==> config.mk <==
export PLATFORM = sky130hd
export DESIGN_NAME = rv_main_control
export DESIGN_NICKNAME = d
export VERILOG_FILES = /design/src/rtl/rv_main_control_pkg.sv /design/src/rtl/rv_main_control_decode.sv /design/src/rtl/rv_main_control.sv
export SDC_FILE = /design/constraint.sdc
export NUM_CORES = 1
export LEC_CHECK = 0
export CORE_MARGIN = 2
export CORE_UTILIZATION = 38
export CTS_CLUSTER_DIAMETER = 120
export DETAILED_ROUTE_END_ITERATION = 10
export PLACE_DENSITY = 0.76
export SYNTH_ARGS = -nofsm -noshare
export SYNTH_HDL_FRONTEND = slang
export SYNTH_HIERARCHICAL = 1
export SYNTH_SLANG_ARGS = --single-unit
==> constraint.sdc <==
create_clock -name clk -period 1.5 [get_ports clk]
set_input_delay 0.3 -clock clk [delete_from_list [all_inputs] [get_ports clk]]
set_output_delay 0.3 -clock clk [all_outputs]
set_load 0.02 [all_outputs]
==> src/rtl/rv_main_control_pkg.sv <==
// rv_pkg: shared definitions for the RV32I-subset main-control decoder.
//   - Opcode constants for the supported instruction formats.
//   - ALUOp encodings handed to the downstream ALU-control block.
//   - ctrl_t: the seven datapath control fields as one packed bundle.
package rv_pkg;

  localparam logic [6:0] OP_R      = 7'b0110011;
  localparam logic [6:0] OP_IMM    = 7'b0010011;
  localparam logic [6:0] OP_LOAD   = 7'b0000011;
  localparam logic [6:0] OP_STORE  = 7'b0100011;
  localparam logic [6:0] OP_BRANCH = 7'b1100011;

  typedef enum logic [1:0] {
    ALUOP_ADD = 2'b00,
    ALUOP_BR  = 2'b01,
    ALUOP_R   = 2'b10,
    ALUOP_I   = 2'b11
  } aluop_e;

  typedef struct packed {
    logic   reg_write;
    logic   alu_src;
    logic   mem_read;
    logic   mem_write;
    logic   mem_to_reg;
    logic   branch;
    aluop_e alu_op;
  } ctrl_t;

  localparam ctrl_t CTRL_NOP = '{
    reg_write:  1'b0,
    alu_src:    1'b0,
    mem_read:   1'b0,
    mem_write:  1'b0,
    mem_to_reg: 1'b0,
    branch:     1'b0,
    alu_op:     ALUOP_ADD
  };

endpackage

==> src/rtl/rv_main_control_decode.sv <==
// rv_ctrl_decode_comb: purely combinational main-control decode and
// legality check.
//   opcode   in  7  instr[6:0]
//   funct3   in  3  instr[14:12]
//   funct7_5 in  1  instr[30]; only consulted for R-type and I-ALU
//   ctrl     out    decoded control bundle (NOP when illegal)
//   illegal  out 1  encoding is unsupported or illegal
module rv_ctrl_decode_comb
  import rv_pkg::*;
(
  input  logic [6:0] opcode,
  input  logic [2:0] funct3,
  input  logic       funct7_5,
  output ctrl_t      ctrl,
  output logic       illegal
);

  ctrl_t dec;

  // funct7_5 is read only inside the R-type and I-ALU arms, so an X on it
  // for load/store/branch cannot propagate into the decode.
  always_comb begin
    dec     = CTRL_NOP;
    illegal = 1'b0;
    unique case (opcode)
      OP_R: begin
        dec.reg_write = 1'b1;
        dec.alu_op    = ALUOP_R;
        // funct7_5 = 1 only encodes SUB (000) and SRA (101).
        if (funct7_5 && (funct3 != 3'b000) && (funct3 != 3'b101))
          illegal = 1'b1;
      end
      OP_IMM: begin
        dec.reg_write = 1'b1;
        dec.alu_src   = 1'b1;
        dec.alu_op    = ALUOP_I;
        // SLLI must carry funct7_5 = 0; SRLI/SRAI accept either value.
        if ((funct3 == 3'b001) && funct7_5)
          illegal = 1'b1;
      end
      OP_LOAD: begin
        dec.reg_write  = 1'b1;
        dec.alu_src    = 1'b1;
        dec.mem_read   = 1'b1;
        dec.mem_to_reg = 1'b1;
        dec.alu_op     = ALUOP_ADD;
        if (funct3 != 3'b010)
          illegal = 1'b1;
      end
      OP_STORE: begin
        dec.alu_src   = 1'b1;
        dec.mem_write = 1'b1;
        dec.alu_op    = ALUOP_ADD;
        if (funct3 != 3'b010)
          illegal = 1'b1;
      end
      OP_BRANCH: begin
        dec.branch = 1'b1;
        dec.alu_op = ALUOP_BR;
        if ((funct3 == 3'b010) || (funct3 == 3'b011))
          illegal = 1'b1;
      end
      default: begin
        illegal = 1'b1;
      end
    endcase
  end

  assign ctrl = illegal ? CTRL_NOP : dec;

endmodule

==> src/rtl/rv_main_control.sv <==
// rv_main_control: registered main-control decoder for an RV32I-subset core.
// Outputs reflect the instruction presented one rising edge earlier.
//   clk       in  1  clock, rising edge
//   rst       in  1  synchronous active-high reset
//   valid_in  in  1  instruction fields valid this cycle
//   opcode    in  7  instr[6:0]
//   funct3    in  3  instr[14:12]
//   funct7_5  in  1  instr[30]
//   RegWrite, ALUSrc, MemRead, MemWrite, MemtoReg, Branch  out 1  strobes
//   ALUOp     out 2  00 add, 01 branch cmp, 10 R decode, 11 I decode
//   Illegal   out 1  unsupported/illegal encoding (strobes forced to 0)
//   valid_out out 1  registered valid_in
module rv_main_control
  import rv_pkg::*;
#(
  parameter logic [1:0] RESET_ALUOP = 2'b00
) (
  input  logic       clk,
  input  logic       rst,
  input  logic       valid_in,
  input  logic [6:0] opcode,
  input  logic [2:0] funct3,
  input  logic       funct7_5,
  output logic       RegWrite,
  output logic       ALUSrc,
  output logic       MemRead,
  output logic       MemWrite,
  output logic       MemtoReg,
  output logic       Branch,
  output logic [1:0] ALUOp,
  output logic       Illegal,
  output logic       valid_out
);

  ctrl_t dec_ctrl;
  logic  dec_illegal;

  rv_ctrl_decode_comb u_decode (
    .opcode   (opcode),
    .funct3   (funct3),
    .funct7_5 (funct7_5),
    .ctrl     (dec_ctrl),
    .illegal  (dec_illegal)
  );

  always_ff @(posedge clk) begin
    if (rst) begin
      RegWrite  <= 1'b0;
      ALUSrc    <= 1'b0;
      MemRead   <= 1'b0;
      MemWrite  <= 1'b0;
      MemtoReg  <= 1'b0;
      Branch    <= 1'b0;
      ALUOp     <= RESET_ALUOP;
      Illegal   <= 1'b0;
      valid_out <= 1'b0;
    end else if (!valid_in) begin
      RegWrite  <= 1'b0;
      ALUSrc    <= 1'b0;
      MemRead   <= 1'b0;
      MemWrite  <= 1'b0;
      MemtoReg  <= 1'b0;
      Branch    <= 1'b0;
      ALUOp     <= ALUOP_ADD;
      Illegal   <= 1'b0;
      valid_out <= 1'b0;
    end else begin
      // dec_ctrl is already the NOP bundle when dec_illegal is set.
      RegWrite  <= dec_ctrl.reg_write;
      ALUSrc    <= dec_ctrl.alu_src;
      MemRead   <= dec_ctrl.mem_read;
      MemWrite  <= dec_ctrl.mem_write;
      MemtoReg  <= dec_ctrl.mem_to_reg;
      Branch    <= dec_ctrl.branch;
      ALUOp     <= dec_ctrl.alu_op;
      Illegal   <= dec_illegal;
      valid_out <= 1'b1;
    end
  end

endmodule

==> summary.md <==
| Metric | Value |
|---|---|
| Outcome | `complete, no violations` |
| Critical Path AT | `1.68 ns` |
| Syn avg cell area | `10.9 µm²` |
| Adder-cell share of the synthesized area | `0` |
| Slew headroom | `0.833` |
| Root buf cell | `clkbuf_4` |
| CTS sink cnt | `10` |
| Die Wd | `40.3 µm` |
| Main area contributors after synthesis | `dfxtp_1, and3b_1, nand4bb_1` |
| Die area | `1620 µm²` |
| Syn Nets | `60` |
| Post-synth EDFFs | `0` |
| Most frequent cell after synthesis | `dfxtp_1` |
| Syn Inst Count | `46` |
| Synth Flop Type | `dfxtp_1` |
| Layout net count | `96` |
| Critical path class | `in -> reg` |
| Mux cell area share after synthesis | `0` |
| Total number of vias | `506` |
| Final min period | `1.48 ns` |
| Worst Tran Pin Value | `0.249 ns` |
| Starting Density | `0.394` |
| Peak Freq | `674 MHz` |
| Hold WC Path Type | `in -> reg` |
| PwrDens | `620 nW/µm²` |
| IO Pins | `24` |
| Routability cong. | `0.840` |
| Share of cells above drive strength 1 | `0.288` |
| Simple-gate share of the synthesized area | `0.390` |
| Area of the multi-input gates | `335 µm²` |
| Final wirelength | `1270 µm` |
| Critical Path Source Type | `primary input` |
| Sequential Area | `200 µm²` |
| Max-slew violations | `0` |
| Pwr Total | `565 µW` |
| Top cell type's share of synthesized area | `0.400` |
| Util after Layout | `0.719` |
| Antenna viol nets, final | `0` |
| Synth Register Bits | `10` |
| Inserted Diodes | `0` |
| Vias in the first global route | `457` |
| Core footprint | `1270 µm²` |
| Final hold viol count | `0` |
| Post-synthesis compound-gate area fraction | `0.158` |
| Area growth, synth to finish | `82.3%` |
| Largest area contributor in the netlist | `dfxtp_1` |
| Pin count of the biggest net entering global routing | `11` |
| Hold Buf Count CTS | `0` |
| Reg clk slew, reported paths | `0.05 ns` |
| Crit-path max FO | `4` |
| Buffers on Ports | `23` |
| TritonRoute pass-1 iters | `2` |
| Total number of H-tree levels | `1` |
| Cell Area, Synth | `500 µm²` |
| Fill cells | `94` |
| Routed WL per cell | `13.4 µm` |
| Inserted Clock Buffers | `3` |
| Main combinational cell family by area after synthesis | `simple AND/OR/NAND/NOR gates` |
| Pleak | `0.528 nW` |
| CP required | `1.70 ns` |
| Max VDD drop | `0.545 mV` |
| Worst hold start | `funct3[2]` |
| Clock Path Buffers | `2` |
| Initial antenna violation count | `0` |
| Total Routing Usage GR | `0.181` |
| Post-synth cell types | `24` |
| Unrepaired setup endpoints after global routing | `no` |
| # setup viols final | `0` |
| Detailed Place HPWL | `996 µm` |
| Syn. warnings | `6` |
| DRC viols | `0` |
| Sequential cell area fraction in the yosys report | `0.400` |
| Die Y-Extent | `40.3 µm` |
| First-pass GRT wire length | `1860 µm` |
| Post-Synth XOR/XNOR Area | `0` |
| Total gr overflow | `0` |
| Post-synth top cells | `dfxtp_1, and3b_1` |
| Crit path launch | `opcode[2]` |
| DR iter-0 viols | `7` |
| Worst Setup End Kind | `flip-flop` |
| Row count | `13` |
| CTS tree | `built` |
| Vias/cell | `5.33` |
| Final worst-path cycle share | `0.990` |
| Post-synth ARST share | `0` |
| Maxcap violations | `0` |
[area by class of cell]
type                    instances  share of cell area
flip-flops and latches         10               0.219
repair buffers                 33               0.359
inverters                       2             0.00823
clock buffers                   3              0.0247
well taps                      15              0.0206
multi-input cells              32               0.368
[logic make-up after synthesis]
group	Yosys count
DFF	10
and+or+nand+nor	24
AOI/OAI and AO/OA	8
buffers and inverters	4
[flip-flops by register name, summed over array words and instances, names as in the netlist]
name       cells
RegWrite       1
ALUSrc         1
ALUOp          2
Branch         1
MemWrite       1
MemtoReg       1
MemRead        1
valid_out      1
Illegal        1
[timing repair]
item | in CTS | in global routing
setup endpoints to repair | 3 | 14
buffers inserted | 1 | 0
resized for setup | 7 | 12
pin swaps | 3 | 1
[per-layer routing]
layer  track usage  up-vias  routed length [µm]
met5             0        -                   0
met4        0.0250        0                   0
li1              -      250                   -
met3        0.0833        0                  62
met1         0.183      242                 549
met2         0.343       14                 657
[critical path, cell delays in order]
cell and delay [ns]:
clkdlybuf4s50_1 0.39, nand4bb_2 0.34, buf_4 0.21, nor4_1 0.25, and3b_1 0.19
[per-stage QoR]
stage | cells | hold WS [ns] | worst slack, ns | instance area (µm²) | setup TNS, ns
after floorplan | 46 | 0.372 | 0.227 | 500 | 0
after global placement | 91 | 1.02 | -0.254 | 798 | -1.56
final | 95 | 0.679 | 0.0156 | 912 | 0
after CTS | 95 | 0.711 | 0.00483 | 870 | 0
after detailed placement | 91 | 1.06 | -0.284 | 798 | -1.99
after global routing | 95 | 0.712 | 0.00594 | 912 | 0
[power breakdown]
group          switching [mW]  internal (mW)
Clock                  0.0762         0.0918
Sequential           0.000714          0.269
Combinational          0.0545         0.0733
[worst paths after layout]
check / cells past startpoint / slack (ns) / end
worst max-delay path: 5 / 0.02 / RegWrite$_SDFF_PP0_
worst min-delay path: 5 / 0.68 / ALUSrc$_SDFF_PP0_
[layout by cell type, fill, tap and decap left out, types with 2 or more instances in the layout]
cell type	instances
nor2b_1	2
and3b_1	9
dlygate4sd2_1	2
clkbuf_4	3
nand3_1	2
inv_1	2
dfxtp_1	10
dlymetal6s2s_1	10
buf_4	10
clkdlybuf4s50_1	11
Note: power is estimated with default switching activity, not from simulation.
